### src/rtl/alu_tx_pkg.sv
// Shared definitions for the ALU result return path: state encoding, flag
// positions and the default bit period, also used by the matching UART receiver.
package alu_tx_pkg;

   typedef enum logic [1:0] {
      IDLE  = 2'd0,
      START = 2'd1,
      DATA  = 2'd2,
      STOP  = 2'd3
   } tx_state_e;

   localparam int FLAG_ZERO  = 0;
   localparam int FLAG_CARRY = 1;

   // 50 MHz system clock at 9600 baud
   localparam int DEFAULT_CLKS_PER_BIT = 5208;

endpackage

### src/rtl/alu_result_tx_bit_timer.sv
// Free-running bit-period counter; o_tick marks the last cycle of each bit so
// the owner can advance on the same edge the counter wraps.
module bit_timer
   import alu_tx_pkg::*;
#(
   parameter int CLKS_PER_BIT = DEFAULT_CLKS_PER_BIT
) (
   input  logic i_clock,
   input  logic i_reset,
   input  logic i_clear,
   output logic o_tick
);

   localparam int CNT_W = (CLKS_PER_BIT > 1) ? $clog2(CLKS_PER_BIT) : 1;
   localparam logic [CNT_W-1:0] LAST = CNT_W'(CLKS_PER_BIT - 1);

   logic [CNT_W-1:0] cnt_q;
   logic [CNT_W-1:0] cnt_d;

   // NOTE: every combinational output gets a value on every path (here via the
   // if/else chain) so no latch is inferred.
   always_comb begin
      if (i_clear || (cnt_q == LAST)) cnt_d = '0;
      else                            cnt_d = cnt_q + CNT_W'(1);
   end

   // NOTE: sequential state uses non-blocking assignments so all flops update
   // together from values sampled before the edge.
   always_ff @(posedge i_clock or negedge i_reset) begin
      if (!i_reset) cnt_q <= '0;
      else          cnt_q <= cnt_d;
   end

   assign o_tick = (cnt_q == LAST);

endmodule

### src/rtl/alu_result_tx.sv
// Captures one ALU result plus flags and sends them as two back-to-back UART
// frames (result, then flags) on a registered, glitch-free TX line.
module alu_result_tx
   import alu_tx_pkg::*;
#(
   parameter int NB_DATA      = 8,
   parameter int CLKS_PER_BIT = DEFAULT_CLKS_PER_BIT,
   parameter int NB_STOP      = 1
) (
   input  logic               i_clock,
   input  logic               i_reset,
   input  logic               i_valid,
   input  logic [NB_DATA-1:0] i_result,
   input  logic               i_carry,
   input  logic               i_zero,
   output logic               o_ready,
   output logic               o_tx,
   output logic               o_done
);

   localparam int BIT_W = $clog2(NB_DATA);
   localparam logic [BIT_W-1:0] LAST_DATA_BIT = BIT_W'(NB_DATA - 1);
   localparam logic [BIT_W-1:0] LAST_STOP_BIT = BIT_W'(NB_STOP - 1);

   tx_state_e          state_q,    state_d;
   logic [BIT_W-1:0]   bit_idx_q,  bit_idx_d;
   logic               byte_idx_q, byte_idx_d;
   logic [NB_DATA-1:0] shift_q,    shift_d;
   logic [NB_DATA-1:0] flags_q,    flags_d;
   logic               tx_q,       tx_d;
   logic               ready_q,    ready_d;
   logic               done_q,     done_d;

   logic timer_tick;
   logic timer_clear;

   // Every state change (accept included) restarts the bit period.
   assign timer_clear = (state_d != state_q);

   bit_timer #(
      .CLKS_PER_BIT (CLKS_PER_BIT)
   ) u_bit_timer (
      .i_clock (i_clock),
      .i_reset (i_reset),
      .i_clear (timer_clear),
      .o_tick  (timer_tick)
   );

   always_comb begin
      state_d    = state_q;
      bit_idx_d  = bit_idx_q;
      byte_idx_d = byte_idx_q;
      shift_d    = shift_q;
      flags_d    = flags_q;
      done_d     = 1'b0;

      unique case (state_q)
         IDLE: begin
            if (i_valid) begin
               shift_d             = i_result;
               flags_d             = '0;
               flags_d[FLAG_CARRY] = i_carry;
               flags_d[FLAG_ZERO]  = i_zero;
               byte_idx_d          = 1'b0;
               bit_idx_d           = '0;
               state_d             = START;
            end
         end
         START: begin
            if (timer_tick) begin
               bit_idx_d = '0;
               state_d   = DATA;
            end
         end
         DATA: begin
            if (timer_tick) begin
               shift_d = shift_q >> 1;
               if (bit_idx_q == LAST_DATA_BIT) begin
                  bit_idx_d = '0;
                  state_d   = STOP;
               end else begin
                  bit_idx_d = bit_idx_q + BIT_W'(1);
               end
            end
         end
         STOP: begin
            if (timer_tick) begin
               if (bit_idx_q == LAST_STOP_BIT) begin
                  bit_idx_d = '0;
                  if (!byte_idx_q) begin
                     shift_d    = flags_q;
                     byte_idx_d = 1'b1;
                     state_d    = START;
                  end else begin
                     done_d  = 1'b1;
                     state_d = IDLE;
                  end
               end else begin
                  bit_idx_d = bit_idx_q + BIT_W'(1);
               end
            end
         end
         default: state_d = IDLE;
      endcase

      // Outputs are decoded from the next state so they register in step with it.
      unique case (state_d)
         START:   tx_d = 1'b0;
         DATA:    tx_d = shift_d[0];
         default: tx_d = 1'b1;
      endcase
      ready_d = (state_d == IDLE);
   end

   always_ff @(posedge i_clock or negedge i_reset) begin
      if (!i_reset) begin
         state_q    <= IDLE;
         bit_idx_q  <= '0;
         byte_idx_q <= 1'b0;
         shift_q    <= '0;
         flags_q    <= '0;
         tx_q       <= 1'b1;
         ready_q    <= 1'b1;
         done_q     <= 1'b0;
      end else begin
         state_q    <= state_d;
         bit_idx_q  <= bit_idx_d;
         byte_idx_q <= byte_idx_d;
         shift_q    <= shift_d;
         flags_q    <= flags_d;
         tx_q       <= tx_d;
         ready_q    <= ready_d;
         done_q     <= done_d;
      end
   end

   assign o_tx    = tx_q;
   assign o_ready = ready_q;
   assign o_done  = done_q;

endmodule

### config.mk
export PLATFORM = sky130hd
export DESIGN_NAME = alu_result_tx
export DESIGN_NICKNAME = d
export VERILOG_FILES = /design/src/rtl/alu_tx_pkg.sv /design/src/rtl/alu_result_tx_bit_timer.sv /design/src/rtl/alu_result_tx.sv
export SDC_FILE = /design/constraint.sdc
export NUM_CORES = 1
export LEC_CHECK = 0
export ABC_AREA = 0
export CAP_MARGIN = 0
export CORE_MARGIN = 5
export CORE_UTILIZATION = 51
export CTS_CLUSTER_DIAMETER = 80
export DETAILED_ROUTE_END_ITERATION = 10
export PLACE_DENSITY = 0.81
export SYNTH_ARGS = -nofsm -noshare
export SYNTH_HDL_FRONTEND = slang
export SYNTH_SLANG_ARGS = --single-unit
### constraint.sdc
create_clock -name i_clock -period 3.1 [get_ports i_clock]
set_clock_uncertainty 0.1 [all_clocks]
set_input_delay 0.62 -clock i_clock [delete_from_list [all_inputs] [get_ports i_clock]]
set_output_delay 0.62 -clock i_clock [all_outputs]
set_load 0.02 [all_outputs]
==> summary.txt <==
Global routing
  • Initial antenna violation count: 0
  • Largest net degree at the start of global routing: 33
  • Grt ovf: 0
  • First-pass GRT wire length: 5900 µm
  • Vias in the first global route: 1323
  • GRT Overall Usage: 17.4%

Worst setup path
  • Crit. path cell count: 1
  • Critical path type: reg2out
  • Worst reg2reg startpoint: bit_idx_q[1]
  • Worst path top cell family by delay: buffers and inverters
  • Critical path data required time: 2.38 ns
  • R2R cell count: 5
  • CP bufs+invs: 1
  • R2r setup slk: 1.03 ns
  • Critical Path End Type: output port
  • Critical register-to-register path endpoint: shift_q[1]
  • Crit path from: o_tx
  • CP max FO: 1
  • Slowest-stage cell, CP: clkdlybuf4s50_1
  • CP arrival: 1.45 ns
  • CP max stage delay: 0.59 ns
  • CP Cell Sequence: clkdlybuf4s50_1
  • Critical Path Source Type: flop

Timing
  • Setup TNS: 0 ns
  • Worst relative slew slack: 66.3%
  • RSZ-0062 raised after global routing: false
  • Fin worst setup slack: 0.935 ns
  • Hold WS: 0.377 ns
  • Max Slew Vio Count: 0
  • Slew @ Worst Pin: 0.506 ns
  • Final hold vios: 0
  • Setup violators final: 0
  • Min Tclk post-route: 2.17 ns
  • Fin crit share: 69.9%
  • Fmax: 462 MHz

Final layout
  • Final #Nets: 198
  • Finished Layout Cells: 226
  • Commonest cells after routing, fill and taps aside: 30 x dfrtp_1, 25 x nand2_1, 17 x nor2_1
  • Share of cells above drive strength 1: 13.2%
  • Area grow syn2layout: 14.7%
  • Commonest non-fill, non-tap cell in the layout: dfrtp_1
  • Final instance area: 1930 µm²
  • Antenna cells: 0
  • Final core occ: 62.1%

Logic synthesis
  • Leading post-synthesis cells by cell area: dfrtp_1 45%, nand2_1 5.6%, nor2_1 3.8%
  • XOR/XNOR Fraction of Synth Area: 5.73%
  • Mapped Nets: 178
  • Post-synthesis instance total: 161
  • Avg Cell Area, Syn: 10.4 µm²
  • Syn. warnings: 0
  • Post-Synth Adder-Cell Area: 2.98%
  • Yosys top cell area share: 44.6%
  • Mux share of post-synthesis cell area: 1.86%
  • Area share of and/or/nand/nor cells after synthesis: 24.9%
  • Largest family of logic cells by synthesized area: simple AND/OR/NAND/NOR gates
  • Post-synthesis compound-gate area fraction: 13.2%
  • Ys flop type: dfrtp_1
  • Register area share after synthesis: 47.8%
  • EDFF count, synth: 0
  • Yosys reg bits: 32
  • Post-synthesis cell type count: 43
  • Yosys top cell by area: dfrtp_1
  • FFs w/ async S/R, synth: 100%
  • Syn Std Cell Area: 1680 µm²

Hold path
  • Hold Path Origin: shift_q[6]
  • WHS Path Cells: 2
  • Worst min path class: reg2reg
  • End of the worst hold path: shift_q[6]

Placement
  • Placed instance area: 1870 µm²
  • Dpl ws: 0.897 ns
  • HPWL after DPL: 2410 µm
  • Placer's final routability congestion estimate: 0.901
  • IO buf count: 15
  • Inst Count DP: 218

Floorplan
  • # rows: 20
  • Die height: 67.4 µm
  • Initial core utilization: 54.2%
  • Die ar.: 4550 µm²
  • Die width: 67.4 µm
  • IO Pins: 16
  • Core ar.: 3100 µm²

Detailed routing
  • DR WL/cell: 14.6 µm
  • Routed Antenna Nets: 0
  • Drt pass-1 iters: 4
  • Vias after detailed routing: 1266
  • Initial DRC Count: 101
  • Vias per cell: 5.60
  • Wirelength, routed: 3310 µm
  • DRC viols: 0

Run status
  • Run status: finished, final reports clean

Power
  • PwrDens: 431 nW/µm²
  • Pleak: 0.841 nW
  • Max VDD drop: 0.297 mV
  • Power Total: 0.831 mW

Clock network
  • Post-CTS resize count: 0
  • Clock-pin slew on the worst setup and hold paths: 0.09 ns
  • H-tree levels: 2
  • Clk root buf: clkbuf_4
  • Skew-Pair Late Insertion Delay: 0.33 ns
  • Num CTS Buffers: 5
  • Hold-fix buffers, CTS: 0
  • Clock Sink Count: 32
  • Clock Tree Buf Depth: 2
  • TritonCTS clock tree: done
  • Setup Fix Bufs, Post-CTS: 0

Job
  • Max capacitance violation total: 0
==> kinds of logic (layout without fill, tap and decap cells) <==
logic type | after synthesis | count (layout)
AO/OA/AOI/OAI | 25 | 25
XOR/XNOR | 11 | 11
adder cells (fa/ha/maj) | 4 | 4
buffers and inverters | 11 | 32
flip-flops | 32 | 32
multiplexers | 3 | 3
AND/OR/NAND/NOR | 75 | 75
==> tightest hold or removal path, stage by stage (launching register included) <==
cell and delay (ns):
dfrtp_1 0.35, nand2_1 0.05, nand2_1 0.05
==> final cells by class <==
| type | instances | area (µm²) |
|---|---|---|
| well taps | 44 | 55.1 |
| fillers | 286 | 1170 |
| flip-flops and latches | 32 | 803 |
| repair buffers | 17 | 165 |
| multi-input cells | 118 | 820 |
| inverters | 7 | 26.3 |
| clock buffers | 8 | 58.8 |
==> registers in the layout (all words and copies together), names as in the netlist <==
signal and cells:
shift_q 8, o_tx 1, bit_idx_q 3, u_bit_timer.cnt_q 13
byte_idx_q 1, o_done 1, flags_q 2, state_q 2
o_ready 1
==> power breakdown <==
group,switching (mW),internal (mW)
combinational,0.0360,0.0522
clock,0.134,0.112
sequential,0.0457,0.452
==> per-layer routing <==
metal  GRT usage [%]  part of all wire [%]  vias up
met5               0                     0        -
met3            5.66                   5.0        6
met4            7.59                   1.8        0
met1            21.8                    43      616
met2            27.4                    50       27
li1                -                     -      617
==> synth_stat cells, types with 2 or more instances <==
library cell / n
dfstp_2: 2
o22ai_1: 2
a22o_1: 2
a32oi_1: 6
mux2i_1: 2
nand3_1: 6
xnor2_1: 4
dfrtp_1: 30
nand4_1: 5
nor2_1: 17
ha_1: 4
inv_1: 7
nor2b_1: 4
o211ai_2: 2
o211ai_1: 2
nand2_1: 25
and3_1: 3
nor3b_1: 2
a21oi_1: 3
a31oi_1: 3
xor2_1: 7
clkbuf_1: 2
==> worst max-delay path by stage <==
stage	slack, ns	end
2_1_floorplan	1.20	shift_q[1]
3_3_place_gp	0.93	o_tx
3_5_place_dp	0.90	o_tx
4_1_cts	0.91	o_tx
5_1_grt	0.87	o_tx
6_report	0.93	o_tx
(Power assumes the default switching activity.)
